==> src/rtl/header_word_loader_pkg.sv <==
// Shared types and default geometry for the header word loader.
package header_word_loader_pkg;

    typedef enum logic [1:0] {
        FILL  = 2'd0,
        HOLD  = 2'd1,
        DRAIN = 2'd2
    } state_t;

    localparam int BYTE_WIDTH     = 8;
    localparam int DEF_WORD_WIDTH = 32;
    localparam int DEF_WORD_COUNT = 20;
    localparam int DEF_CNT_WIDTH  = 5;

endpackage

==> src/rtl/header_word_loader_if.sv <==
// Stream-in / header-out bus of the header word loader.
interface header_word_loader_if
    import header_word_loader_pkg::*;
#(
    parameter int WORD_WIDTH = DEF_WORD_WIDTH,
    parameter int WORD_COUNT = DEF_WORD_COUNT
) ();

    // valid/ready: a transfer happens on a rising clk edge where valid and ready
    // are both high; the source holds valid and its payload steady until then.
    logic                           swap_en;
    logic [WORD_WIDTH-1:0]          s_data;
    logic                           s_valid;
    logic                           s_last;
    logic                           s_ready;
    logic [WORD_WIDTH*WORD_COUNT-1:0] hdr_data;
    logic                           hdr_valid;
    logic                           hdr_ready;
    logic                           err_short;
    logic                           err_long;
    logic [15:0]                    hdr_count;
    state_t                         dbg_state;

    modport slave (
        input  swap_en, s_data, s_valid, s_last, hdr_ready,
        output s_ready, hdr_data, hdr_valid, err_short, err_long, hdr_count, dbg_state
    );

    modport master (
        output swap_en, s_data, s_valid, s_last, hdr_ready,
        input  s_ready, hdr_data, hdr_valid, err_short, err_long, hdr_count, dbg_state
    );

endinterface

==> src/rtl/swap_endian.sv <==
// Reverses the order of UNIT_WIDTH-bit units within a word.
module swap_endian #(
    parameter int UNIT_WIDTH = 8,
    parameter int UNIT_COUNT = 4
) (
    input  logic [UNIT_WIDTH*UNIT_COUNT-1:0] in_data,
    output logic [UNIT_WIDTH*UNIT_COUNT-1:0] out_data
);

    for (genvar i = 0; i < UNIT_COUNT; i++) begin : g_unit
        assign out_data[i*UNIT_WIDTH +: UNIT_WIDTH] =
            in_data[(UNIT_COUNT-1-i)*UNIT_WIDTH +: UNIT_WIDTH];
    end

endmodule

==> src/rtl/header_word_loader.sv <==
// Packs a framed word stream into one header register, optionally byte-swapping
// each word, and hands it to the hashing core; bad frame lengths are flagged and skipped.
module header_word_loader
    import header_word_loader_pkg::*;
#(
    parameter int WORD_WIDTH = DEF_WORD_WIDTH,
    parameter int WORD_COUNT = DEF_WORD_COUNT,
    parameter int CNT_WIDTH  = DEF_CNT_WIDTH
) (
    input logic                  clk,
    input logic                  rst,
    header_word_loader_if.slave  bus
);

    localparam int                   HDR_WIDTH = WORD_WIDTH * WORD_COUNT;
    localparam logic [CNT_WIDTH-1:0] LAST_CNT  = CNT_WIDTH'(WORD_COUNT - 1);

    state_t                 state_q, state_d;
    logic [CNT_WIDTH-1:0]   cnt_q, cnt_d;
    logic                   swap_q, swap_d;
    logic [HDR_WIDTH-1:0]   hdr_data_q, hdr_data_d;
    logic                   err_short_q, err_short_d;
    logic                   err_long_q, err_long_d;
    logic [15:0]            hdr_count_q, hdr_count_d;

    logic                   s_ready;
    logic                   accept;
    logic                   at_last;
    logic                   swap_sel;
    logic [WORD_WIDTH-1:0]  swapped_word;
    logic [WORD_WIDTH-1:0]  word;

    swap_endian #(
        .UNIT_WIDTH (BYTE_WIDTH),
        .UNIT_COUNT (WORD_WIDTH / BYTE_WIDTH)
    ) u_swap (
        .in_data  (bus.s_data),
        .out_data (swapped_word)
    );

    assign accept  = bus.s_valid && s_ready;
    assign at_last = (cnt_q == LAST_CNT);
    // The first word of a frame must honour swap_en before it is latched.
    assign swap_sel = (cnt_q == '0) ? bus.swap_en : swap_q;
    assign word     = swap_sel ? swapped_word : bus.s_data;

    always_ff @(posedge clk) begin
        if (rst) begin
            state_q <= FILL;
        end else begin
            state_q <= state_d;
        end
    end

    always_comb begin
        state_d = state_q;
        unique case (state_q)
            FILL:    if (accept && at_last) state_d = bus.s_last ? HOLD : DRAIN;
            HOLD:    if (bus.hdr_ready) state_d = FILL;
            DRAIN:   if (accept && bus.s_last) state_d = FILL;
            default: state_d = FILL;
        endcase
    end

    always_comb begin
        s_ready       = !rst && (state_q != HOLD);
        bus.s_ready   = s_ready;
        bus.hdr_valid = (state_q == HOLD);
        bus.hdr_data  = hdr_data_q;
        bus.err_short = err_short_q;
        bus.err_long  = err_long_q;
        bus.hdr_count = hdr_count_q;
        bus.dbg_state = state_q;
    end

    always_comb begin
        cnt_d       = cnt_q;
        swap_d      = swap_q;
        hdr_data_d  = hdr_data_q;
        err_short_d = 1'b0;
        err_long_d  = 1'b0;
        hdr_count_d = hdr_count_q;
        case (state_q)
            FILL: begin
                if (accept) begin
                    if (cnt_q == '0) swap_d = bus.swap_en;
                    hdr_data_d[(WORD_COUNT-1-int'(cnt_q))*WORD_WIDTH +: WORD_WIDTH] = word;
                    if (at_last) begin
                        cnt_d      = '0;
                        err_long_d = !bus.s_last;
                    end else if (bus.s_last) begin
                        // Short frame: restart; stale words stay in hdr_data until overwritten.
                        cnt_d       = '0;
                        err_short_d = 1'b1;
                    end else begin
                        cnt_d = cnt_q + 1'b1;
                    end
                end
            end
            HOLD: begin
                if (bus.hdr_ready) hdr_count_d = hdr_count_q + 16'd1;
            end
            default: ;
        endcase
    end

    always_ff @(posedge clk) begin
        if (rst) begin
            cnt_q       <= '0;
            swap_q      <= 1'b0;
            hdr_data_q  <= '0;
            err_short_q <= 1'b0;
            err_long_q  <= 1'b0;
            hdr_count_q <= '0;
        end else begin
            cnt_q       <= cnt_d;
            swap_q      <= swap_d;
            hdr_data_q  <= hdr_data_d;
            err_short_q <= err_short_d;
            err_long_q  <= err_long_d;
            hdr_count_q <= hdr_count_d;
        end
    end

endmodule

==> src/flat_wrapper.sv <==
// flat-port wrapper written by rule: the top's interface ports become plain ports
module header_word_loader_flat import header_word_loader_pkg::*;
#(
    parameter int WORD_WIDTH = DEF_WORD_WIDTH,
    parameter int WORD_COUNT = DEF_WORD_COUNT,
    parameter int CNT_WIDTH  = DEF_CNT_WIDTH
)
  (clk, rst, bus_swap_en, bus_s_data, bus_s_valid, bus_s_last, bus_hdr_ready, bus_s_ready, bus_hdr_data, bus_hdr_valid, bus_err_short, bus_err_long, bus_hdr_count, bus_dbg_state);
  header_word_loader_if #(.WORD_WIDTH(WORD_WIDTH), .WORD_COUNT(WORD_COUNT)) bus_i ();
  input logic clk;
  input logic rst;
  input wire logic [$bits(bus_i.swap_en)-1:0] bus_swap_en;
  input wire logic [$bits(bus_i.s_data)-1:0] bus_s_data;
  input wire logic [$bits(bus_i.s_valid)-1:0] bus_s_valid;
  input wire logic [$bits(bus_i.s_last)-1:0] bus_s_last;
  input wire logic [$bits(bus_i.hdr_ready)-1:0] bus_hdr_ready;
  output wire logic [$bits(bus_i.s_ready)-1:0] bus_s_ready;
  output wire logic [$bits(bus_i.hdr_data)-1:0] bus_hdr_data;
  output wire logic [$bits(bus_i.hdr_valid)-1:0] bus_hdr_valid;
  output wire logic [$bits(bus_i.err_short)-1:0] bus_err_short;
  output wire logic [$bits(bus_i.err_long)-1:0] bus_err_long;
  output wire logic [$bits(bus_i.hdr_count)-1:0] bus_hdr_count;
  output wire logic [$bits(bus_i.dbg_state)-1:0] bus_dbg_state;
  assign bus_i.swap_en = bus_swap_en;
  assign bus_i.s_data = bus_s_data;
  assign bus_i.s_valid = bus_s_valid;
  assign bus_i.s_last = bus_s_last;
  assign bus_i.hdr_ready = bus_hdr_ready;
  assign bus_s_ready = bus_i.s_ready;
  assign bus_hdr_data = bus_i.hdr_data;
  assign bus_hdr_valid = bus_i.hdr_valid;
  assign bus_err_short = bus_i.err_short;
  assign bus_err_long = bus_i.err_long;
  assign bus_hdr_count = bus_i.hdr_count;
  assign bus_dbg_state = bus_i.dbg_state;
  header_word_loader #(.WORD_WIDTH(WORD_WIDTH), .WORD_COUNT(WORD_COUNT), .CNT_WIDTH(CNT_WIDTH)) u_core (.clk(clk), .rst(rst), .bus(bus_i));
endmodule
==> config.mk <==
export PLATFORM = sky130hd
export DESIGN_NAME = header_word_loader_flat
export DESIGN_NICKNAME = d
export VERILOG_FILES = /design/src/rtl/header_word_loader_pkg.sv /design/src/rtl/header_word_loader_if.sv /design/src/rtl/swap_endian.sv /design/src/rtl/header_word_loader.sv /design/src/flat_wrapper.sv
export SDC_FILE = /design/constraint.sdc
export NUM_CORES = 1
export LEC_CHECK = 0
export BUFFER_PORTS_ARGS = -buffer_cell sky130_fd_sc_hd__buf_2
export CORE_AREA = 2 2 269 271
export CTS_CLUSTER_DIAMETER = 60
export DETAILED_ROUTE_END_ITERATION = 10
export DIE_AREA = 0 0 271 273
export PLACE_DENSITY = 0.56
export SLEW_MARGIN = 10
export SYNTH_ARGS = -nofsm -noshare
export SYNTH_HDL_FRONTEND = slang
export SYNTH_SLANG_ARGS = --single-unit
==> constraint.sdc <==
create_clock -name clk -period 4.8 [get_ports clk]
set_input_delay 0.72 -clock clk [delete_from_list [all_inputs] [get_ports clk]]
set_output_delay 0.72 -clock clk [all_outputs]
set_load 0.01 [all_outputs]
==> run_summary.xml, run 1 <==
<?xml version="1.0" encoding="UTF-8"?>
<metrics>
  <group name="run_status">
    <metric name="outcome" unit="">finished clean</metric>
  </group>
  <group name="sta">
    <metric name="slew-limit-headroom" unit="%">20.2</metric>
    <metric name="grt_setup_unrepaired" unit="">yes</metric>
    <metric name="finalMaxSlewViolations" unit="">0</metric>
    <metric name="achievable-frequency" unit="MHz">216</metric>
    <metric name="setup-violations-final" unit="">0</metric>
    <metric name="final_hold_violation_count" unit="">0</metric>
    <metric name="transition_time_at_the_pin_with_the_least_slew_margin" unit="ns">1.19</metric>
    <metric name="period_share" unit="%">96.6</metric>
    <metric name="finalWorstPathRequiredPeriod" unit="ns">4.64</metric>
    <metric name="worst_clock_skew" unit="ns">0.0159</metric>
    <metric name="hold-worst-slack" unit="ns">0.347</metric>
  </group>
  <group name="route">
    <metric name="vias_per_cell" unit="">5.38</metric>
    <metric name="detail_route.first_pass.iterations" unit="">6</metric>
    <metric name="routed_wirelength" unit="mm">108</metric>
    <metric name="drt_iter0_drc" unit="">2198</metric>
    <metric name="drt-wirelength-per-cell" unit="microns">26.0</metric>
    <metric name="detail_route_antenna_nets" unit="">0</metric>
    <metric name="route.detailed.drc" unit="">0</metric>
    <metric name="vias" unit="">22400</metric>
  </group>
  <group name="final_layout">
    <metric name="layout_commonest_cell" unit="">buf_2</metric>
    <metric name="fin_cells" unit="">4156</metric>
    <metric name="layout.core_utilization" unit="%">44.1</metric>
    <metric name="most_used_cells_in_the_layout_excluding_fill_and_tap_cells" unit="">buf_2, dfxtp_1, o21ai_0</metric>
    <metric name="nets" unit="">3191</metric>
    <metric name="post_route_cells_drive_above_1_share" unit="%">30.8</metric>
    <metric name="area_growth" unit="%">29.6</metric>
  </group>
  <group name="clocking">
    <metric name="htree_levels" unit="">3</metric>
    <metric name="clock_tree_from_tritoncts" unit="">done</metric>
    <metric name="clock_tree.root_cell" unit="">clkbuf_16</metric>
    <metric name="numClockSinks" unit="">666</metric>
    <metric name="clk_latency" unit="ns">0.61</metric>
    <metric name="longest_clk_path_bufs" unit="">3</metric>
    <metric name="cts-resized-gates" unit="">1</metric>
    <metric name="tritoncts.num_buffers" unit="">76</metric>
    <metric name="cts.reportedPaths.clkPinSlew" unit="ns">0.06</metric>
    <metric name="number_of_hold_repair_buffers_added_at_the_cts_stage" unit="">0</metric>
    <metric name="cts.repair_timing.setup_buffer_count" unit="">0</metric>
  </group>
  <group name="hold_path">
    <metric name="hold_worst_path_end" unit="">u_core.bus.err_long</metric>
    <metric name="hold_path_depth" unit="">2</metric>
    <metric name="hold_path_startpoint" unit="">bus_s_last</metric>
    <metric name="worst_hold_path_type" unit="">input pin to register</metric>
  </group>
  <group name="worst_setup_path">
    <metric name="path_common_cell" unit="">ha_1</metric>
    <metric name="worst_path_maximum_fanout" unit="">25</metric>
    <metric name="critPathLaunchType" unit="">register</metric>
    <metric name="critical-path-max-stage-delay" unit="ns">0.65</metric>
    <metric name="cpLargestDelayFamily" unit="">simple AND/OR/NAND/NOR gates</metric>
    <metric name="reg2reg_to" unit="">u_core.bus.hdr_data[357]</metric>
    <metric name="rrSetupSlack" unit="ns">0.16</metric>
    <metric name="critPathArrivalTime" unit="ns">5.17</metric>
    <metric name="reg2reg_depth" unit="">11</metric>
    <metric name="crit_path_cell_trace" unit="">inv_1 -&gt; ha_1 -&gt; ha_1 -&gt; or3_1 -&gt; nand2b_1 -&gt; ha_1 -&gt; or4b_1 -&gt; or4b_4 -&gt; nor4_4 -&gt; nand2_4 -&gt; o21ai_0</metric>
    <metric name="criticalPathCategory" unit="">register to register</metric>
    <metric name="r2r-start" unit="">u_core.cnt_q[3]</metric>
    <metric name="worstPathBufferInverterCount" unit="">1</metric>
    <metric name="timing.critical_path.slowest_stage_cell" unit="">or4b_1</metric>
    <metric name="critPathCaptureType" unit="">register</metric>
    <metric name="worst_ep_required_time" unit="ns">5.33</metric>
  </group>
  <group name="floorplanning">
    <metric name="initial_utilization" unit="%">34.0</metric>
    <metric name="io_pins" unit="">700</metric>
    <metric name="die-width" unit="microns">271</metric>
    <metric name="chipHeight" unit="microns">273</metric>
    <metric name="fp.coreArea" unit="sq mm">0.0710</metric>
    <metric name="floorplan.die_area" unit="sq mm">0.0740</metric>
    <metric name="row_count" unit="">98</metric>
  </group>
  <group name="yosys">
    <metric name="yosys_register_bits" unit="">666</metric>
    <metric name="ys.warnings.count" unit="">0</metric>
    <metric name="post_synth_inst_count" unit="">2544</metric>
    <metric name="avg_synthesized_cell_area" unit="sq um">9.50</metric>
    <metric name="primary_ff_master_synth" unit="">dfxtp_1</metric>
    <metric name="syn_area" unit="sq mm">0.0242</metric>
    <metric name="synthArstFlopShare" unit="%">0</metric>
    <metric name="synth-edff-count" unit="">0</metric>
    <metric name="synthDistinctLibCells" unit="">62</metric>
    <metric name="seq_area_frac_synth" unit="%">55.2</metric>
    <metric name="synth_nets" unit="">2594</metric>
  </group>
  <group name="global_routing">
    <metric name="global_route_wire_length_before_repair" unit="mm">152</metric>
    <metric name="gr-total-overflow" unit="">0</metric>
    <metric name="grt_start_max_net_pins" unit="">193</metric>
    <metric name="number_of_global_route_vias_before_repair" unit="">21000</metric>
    <metric name="globalRouteTotalUtil" unit="%">27.9</metric>
    <metric name="grt_antenna_before_repair" unit="">21</metric>
  </group>
  <group name="placed_design">
    <metric name="place.detailed.hpwl" unit="mm">74.0</metric>
    <metric name="place_congestion" unit="">0.931</metric>
    <metric name="numPlacedInstances" unit="">4013</metric>
    <metric name="place.port_buffers" unit="">699</metric>
  </group>
  <group name="run">
    <metric name="max_cap_viol" unit="">0</metric>
  </group>
  <group name="pwr">
    <metric name="power_density" unit="mW/mm^2">398</metric>
    <metric name="irDropWorstVdd" unit="V">0.000261</metric>
    <metric name="totalPowerFinal" unit="mW">12.5</metric>
    <metric name="power.leakage" unit="nW">13.5</metric>
  </group>
</metrics>
[power breakdown]
group	internal, mW	switching, mW
registers	5.56	0.0154
logic	0.185	0.591
clock network	3.64	2.46
[routing by layer]
layer / share of wire (%) / vias to the layer above / global-route usage, %
li1: - / 10100 / -
met1: 40 / 11000 / 34.9
met2: 48 / 1052 / 46.3
met3: 8.4 / 217 / 6.27
met4: 3.8 / 6 / 11.7
met5: 0.034 / - / 0
[worst max-delay path by stage]
stage	startpoint	end	slack [ns]	depth (start not counted)
2_1_floorplan	u_core.cnt_q[2]	u_core.bus.hdr_data[619]	0.50	14
3_3_place_gp	u_core.cnt_q[2]	u_core.bus.hdr_data[109]	0.01	11
3_5_place_dp	u_core.cnt_q[3]	u_core.bus.hdr_data[118]	-0.08	11
4_1_cts	u_core.cnt_q[3]	u_core.bus.hdr_data[357]	0.02	11
5_1_grt	u_core.cnt_q[3]	u_core.bus.hdr_data[357]	-0.04	11
6_report	u_core.cnt_q[3]	u_core.bus.hdr_data[357]	0.16	11
[flip-flops by register name (all words and copies together), names as in the netlist]
signal                count
u_core.bus.dbg_state      2
u_core.bus.err_long       1
u_core.bus.err_short      1
u_core.bus.hdr_count     16
u_core.bus.hdr_data     640
u_core.cnt_q              5
u_core.swap_q             1
[cell usage after synthesis, types with 18 or more instances]
master	instances	area share, %
a211oi_1	35	1.1
a21oi_1	21	0.44
clkbuf_1	213	3.3
dfxtp_1	666	55
mux2i_1	46	1.9
nand2_1	181	2.8
nand3b_1	328	10
nand4_1	18	0.47
nor2_1	78	1.2
nor2b_1	66	1.7
o21ai_0	552	11
o21ai_1	53	1.1
o2bb2ai_1	28	1.0
or2_2	58	1.5
[kinds of logic after synthesis]
family,Yosys count,share of synthesized area (%)
AO/OA/AOI/OAI,738,17.0
AND/OR/NAND/NOR,805,20.2
multiplexers,51,2.14
buffers and inverters,250,4.10
XOR/XNOR,22,0.798
adder cells (fa/ha/maj),12,0.621
flip-flops,666,55.2
[final cells by class]
cell class,count,area (sq um)
Antenna cell,7,17.5
Fill cell,7014,39700
Tap cell,950,1190
Multi-Input combinational cell,1628,10100
Clock buffer,98,2130
Clock inverter,38,493
Timing Repair Buffer,760,4000
Sequential cell,666,13300
Inverter,9,33.8
[through the flow]
stage	setup WS (ns)	area (sq um)	setup TNS, ns
2_1_floorplan	0.497	24200	0
3_3_place_gp	0.0132	28600	0
3_5_place_dp	-0.0841	28600	-0.717
4_1_cts	0.0163	31300	0
5_1_grt	-0.0353	31300	-0.0666
6_report	0.162	31300	0
No activity file was read; power rests on OpenSTA's default activity.
==> run 2: changes to the inputs <==
--- a/config.mk
+++ b/config.mk
@@ -5,12 +5,13 @@
 export SDC_FILE = /design/constraint.sdc
 export NUM_CORES = 1
 export LEC_CHECK = 0
+export ABC_AREA = 1
 export BUFFER_PORTS_ARGS = -buffer_cell sky130_fd_sc_hd__buf_2
-export CORE_AREA = 2 2 269 271
+export CORE_AREA = 2 2 275 277
 export CTS_CLUSTER_DIAMETER = 60
 export DETAILED_ROUTE_END_ITERATION = 10
-export DIE_AREA = 0 0 271 273
-export PLACE_DENSITY = 0.56
+export DIE_AREA = 0 0 277 279
+export PLACE_DENSITY = 0.62
 export SLEW_MARGIN = 10
 export SYNTH_ARGS = -nofsm -noshare
 export SYNTH_HDL_FRONTEND = slang
==> run_summary.xml, run 2 <==
<?xml version="1.0" encoding="UTF-8"?>
<metrics>
  <group name="run_status">
    <metric name="outcome" unit="">finished clean</metric>
  </group>
  <group name="yosys">
    <metric name="yosys_register_bits" unit="">666</metric>
    <metric name="avg_synthesized_cell_area" unit="sq um">6.29</metric>
    <metric name="seq_area_frac_synth" unit="%">45.1</metric>
    <metric name="synth_nets" unit="">4753</metric>
    <metric name="synthArstFlopShare" unit="%">0</metric>
    <metric name="ys.warnings.count" unit="">0</metric>
    <metric name="primary_ff_master_synth" unit="">dfxtp_1</metric>
    <metric name="yosysMostFrequentCell" unit="">nor2_1</metric>
    <metric name="synth.top_cell.area_share" unit="%">45.1</metric>
    <metric name="post-synth-top-area-cell" unit="">dfxtp_1</metric>
    <metric name="synthTopCellsByArea" unit="">dfxtp_1, nor2_1, nand2_1, inv_1, clkbuf_1</metric>
    <metric name="synth-edff-count" unit="">0</metric>
    <metric name="synth_commonest_cells" unit="">nor2_1, nand2_1, inv_1</metric>
    <metric name="post_synth_inst_count" unit="">4703</metric>
    <metric name="synthDistinctLibCells" unit="">35</metric>
    <metric name="syn_area" unit="sq mm">0.0296</metric>
  </group>
  <group name="route">
    <metric name="routed_wirelength" unit="mm">119</metric>
    <metric name="detail_route.first_pass.iterations" unit="">7</metric>
    <metric name="drt-wirelength-per-cell" unit="microns">18.9</metric>
    <metric name="vias_per_cell" unit="">4.68</metric>
    <metric name="drt_iter0_drc" unit="">2415</metric>
    <metric name="detail_route_antenna_nets" unit="">0</metric>
    <metric name="vias" unit="">29600</metric>
    <metric name="route.detailed.drc" unit="">0</metric>
  </group>
  <group name="clocking">
    <metric name="cts.reportedPaths.clkPinSlew" unit="ns">0.06</metric>
    <metric name="clk_latency" unit="ns">0.63</metric>
    <metric name="number_of_hold_repair_buffers_added_at_the_cts_stage" unit="">0</metric>
    <metric name="clock_tree_from_tritoncts" unit="">done</metric>
    <metric name="longest_clk_path_bufs" unit="">3</metric>
    <metric name="cts.repair_timing.setup_buffer_count" unit="">0</metric>
    <metric name="htree_levels" unit="">3</metric>
    <metric name="cts-resized-gates" unit="">0</metric>
    <metric name="tritoncts.num_buffers" unit="">77</metric>
    <metric name="numClockSinks" unit="">666</metric>
    <metric name="clock_tree.root_cell" unit="">clkbuf_16</metric>
  </group>
  <group name="worst_setup_path">
    <metric name="worstPathBufferInverterCount" unit="">5</metric>
    <metric name="critical-path-max-stage-delay" unit="ns">0.52</metric>
    <metric name="path_common_cell" unit="">nand2_1</metric>
    <metric name="worst_ep_required_time" unit="ns">5.35</metric>
    <metric name="critPathCaptureType" unit="">register</metric>
    <metric name="crit_path_cell_trace" unit="">inv_2 -&gt; ha_1 -&gt; ha_1 -&gt; inv_1 -&gt; nand3_1 -&gt; nor2_1 -&gt; inv_1 -&gt; ha_1 -&gt; inv_1 -&gt; nand2_1 -&gt; nor2_1 -&gt; nand3_1 -&gt; nand2_1 -&gt; nand3_2 -&gt; nor3_4 -&gt; nand2_2 -&gt; buf_4 -&gt; nand2_1 -&gt; nand2_1 -&gt; nor2_1</metric>
    <metric name="timing.critical_path.slowest_stage_cell" unit="">dfxtp_1</metric>
    <metric name="worst_path_maximum_fanout" unit="">32</metric>
    <metric name="cpLargestDelayFamily" unit="">simple AND/OR/NAND/NOR gates</metric>
    <metric name="critPathLaunchType" unit="">register</metric>
    <metric name="critPathArrivalTime" unit="ns">4.78</metric>
    <metric name="criticalPathCategory" unit="">register to register</metric>
  </group>
  <group name="placed_design">
    <metric name="place_congestion" unit="">0.883</metric>
    <metric name="place.detailed.hpwl" unit="mm">83.8</metric>
    <metric name="numPlacedInstances" unit="">6168</metric>
    <metric name="place.port_buffers" unit="">699</metric>
  </group>
  <group name="sta">
    <metric name="achievable-frequency" unit="MHz">236</metric>
    <metric name="setup_tns" unit="ns">0</metric>
    <metric name="transition_time_at_the_pin_with_the_least_slew_margin" unit="ns">1.41</metric>
    <metric name="finalMaxSlewViolations" unit="">0</metric>
    <metric name="period_share" unit="%">88.2</metric>
    <metric name="finalWorstPathRequiredPeriod" unit="ns">4.23</metric>
    <metric name="grt_setup_unrepaired" unit="">no</metric>
    <metric name="hold-worst-slack" unit="ns">0.422</metric>
    <metric name="worst_clock_skew" unit="ns">0.0321</metric>
    <metric name="setup-violations-final" unit="">0</metric>
    <metric name="slew-limit-headroom" unit="%">6.25</metric>
    <metric name="final_hold_violation_count" unit="">0</metric>
  </group>
  <group name="global_routing">
    <metric name="global_route_wire_length_before_repair" unit="mm">174</metric>
    <metric name="grt_antenna_before_repair" unit="">17</metric>
    <metric name="grt_start_max_net_pins" unit="">231</metric>
    <metric name="number_of_global_route_vias_before_repair" unit="">26500</metric>
    <metric name="gr-total-overflow" unit="">0</metric>
    <metric name="globalRouteTotalUtil" unit="%">29.8</metric>
  </group>
  <group name="floorplanning">
    <metric name="initial_utilization" unit="%">39.9</metric>
    <metric name="floorplan.die_area" unit="sq mm">0.0773</metric>
    <metric name="row_count" unit="">100</metric>
    <metric name="die-width" unit="microns">277</metric>
    <metric name="io_pins" unit="">700</metric>
    <metric name="fp.coreArea" unit="sq mm">0.0741</metric>
    <metric name="chipHeight" unit="microns">279</metric>
  </group>
  <group name="pwr">
    <metric name="power.leakage" unit="nW">21.9</metric>
    <metric name="p_switching" unit="mW">3.35</metric>
    <metric name="irDropWorstVdd" unit="V">0.000258</metric>
    <metric name="power.share.clock" unit="%">47.5</metric>
    <metric name="power_density" unit="mW/mm^2">349</metric>
    <metric name="sw_frac_of_total" unit="%">26.4</metric>
    <metric name="combinational_group_share_of_total_power" unit="%">8.3</metric>
    <metric name="pwr-share-seq" unit="%">44.2</metric>
    <metric name="power.internal" unit="mW">9.32</metric>
  </group>
  <group name="run">
    <metric name="max_cap_viol" unit="">0</metric>
  </group>
  <group name="final_layout">
    <metric name="nFillCells" unit="">7680</metric>
    <metric name="fin_cells" unit="">6316</metric>
    <metric name="largest_reg_flops" unit="">640</metric>
    <metric name="most_used_cells_in_the_layout_excluding_fill_and_tap_cells" unit="">nor2_1, nand2_1, inv_1, buf_2, dfxtp_1</metric>
    <metric name="post_route_cells_drive_above_1_share" unit="%">17.5</metric>
    <metric name="area_growth" unit="%">23.0</metric>
    <metric name="layout_commonest_cell" unit="">nor2_1</metric>
    <metric name="nets" unit="">5328</metric>
  </group>
  <group name="hold_path">
    <metric name="worst_hold_path_type" unit="">input pin to register</metric>
  </group>
</metrics>
==> run 2: cell count changes after synthesis, sizes merged, moves of 37 or more <==
cell | previous run | this run
a21oi | 21 | 89
inv | 9 | 709
mux2i | 46 | 0
nand2 | 183 | 1309
nand3 | 12 | 49
nand3b | 328 | 1
nand4 | 19 | 73
nor2 | 78 | 1327
nor2b | 66 | 0
nor3 | 6 | 78
o21ai | 605 | 88
or2 | 61 | 0
==> run 2: layer usage <==
metal	wire length (microns)	track usage [%]
met1	51100	38.4
met5	101	0
met3	9890	8.54
met2	53400	46.9
met4	4760	11.8
==> run 2: path summary, 6_finish.rpt <==
kind                             from                       end  slack, ns  depth (start not counted)
max reg2reg           u_core.cnt_q[2]  u_core.bus.hdr_data[129]       0.57                         20
min                     bus_hdr_ready   u_core.bus.hdr_count[1]       0.42                          3
min reg2reg  u_core.bus.hdr_data[591]  u_core.bus.hdr_data[591]       0.47                          2
max                   u_core.cnt_q[2]  u_core.bus.hdr_data[129]       0.57                         20
==> run 2: cell type report <==
class	count	area, sq um	share of cell area (%)
Sequential cell	666	13300	36.7
Antenna cell	8	20.0	0.0551
Clock inverter	18	208	0.571
Tap cell	969	1210	3.33
Multi-Input combinational cell	3064	12500	34.5
Timing Repair Buffer	760	3990	11.0
Clock buffer	122	2390	6.57
Inverter	709	2670	7.34
==> run 2: kinds of logic (layout without fill, tap and decap cells) <==
family | after synthesis | in the layout | share of synthesized area (%)
adder cells (fa/ha/maj) | 12 | 12 | 0.508
buffers and inverters | 973 | 1609 | 12.6
XOR/XNOR | 4 | 4 | 0.144
AO/OA/AOI/OAI | 184 | 184 | 3.18
AND/OR/NAND/NOR | 2864 | 2864 | 38.4
other | 0 | 8 | 0
flip-flops | 666 | 666 | 45.1
==> run 2: through the flow <==
stage	util [%]	total power, mW	area (sq um)	worst slack (ns)
6_report	49.1	12.7	36400	0.568
5_1_grt	49.1	13.1	36400	0.208
4_1_cts	49.1	12.8	36300	0.610
3_5_place_dp	45.6	6.76	33700	0.656
3_3_place_gp	45.6	6.76	33700	0.765
2_1_floorplan	-	6.26	29600	1.62
==> run 2: power groups by stage <==
stage | clock, mW | sequential (mW) | combinational (mW)
finish | 6.02 | 5.60 | 1.05
global route | 6.35 | 5.60 | 1.13
CTS | 6.13 | 5.59 | 1.05
detailed placement | 0 | 5.72 | 1.04
global placement | 0 | 5.72 | 1.05
floorplan | 0 | 5.74 | 0.524
==> run 2: worst reg2reg max path, stage by stage (launching register included) <==
cell	delay [ns]
dfxtp_1	0.52
inv_2	0.09
ha_1	0.27
ha_1	0.31
inv_1	0.12
nand3_1	0.10
nor2_1	0.22
inv_1	0.07
ha_1	0.30
inv_1	0.06
nand2_1	0.05
nor2_1	0.08
nand3_1	0.08
nand2_1	0.13
nand3_2	0.20
nor3_4	0.40
nand2_2	0.49
buf_4	0.39
nand2_1	0.10
nand2_1	0.04
nor2_1	0.12
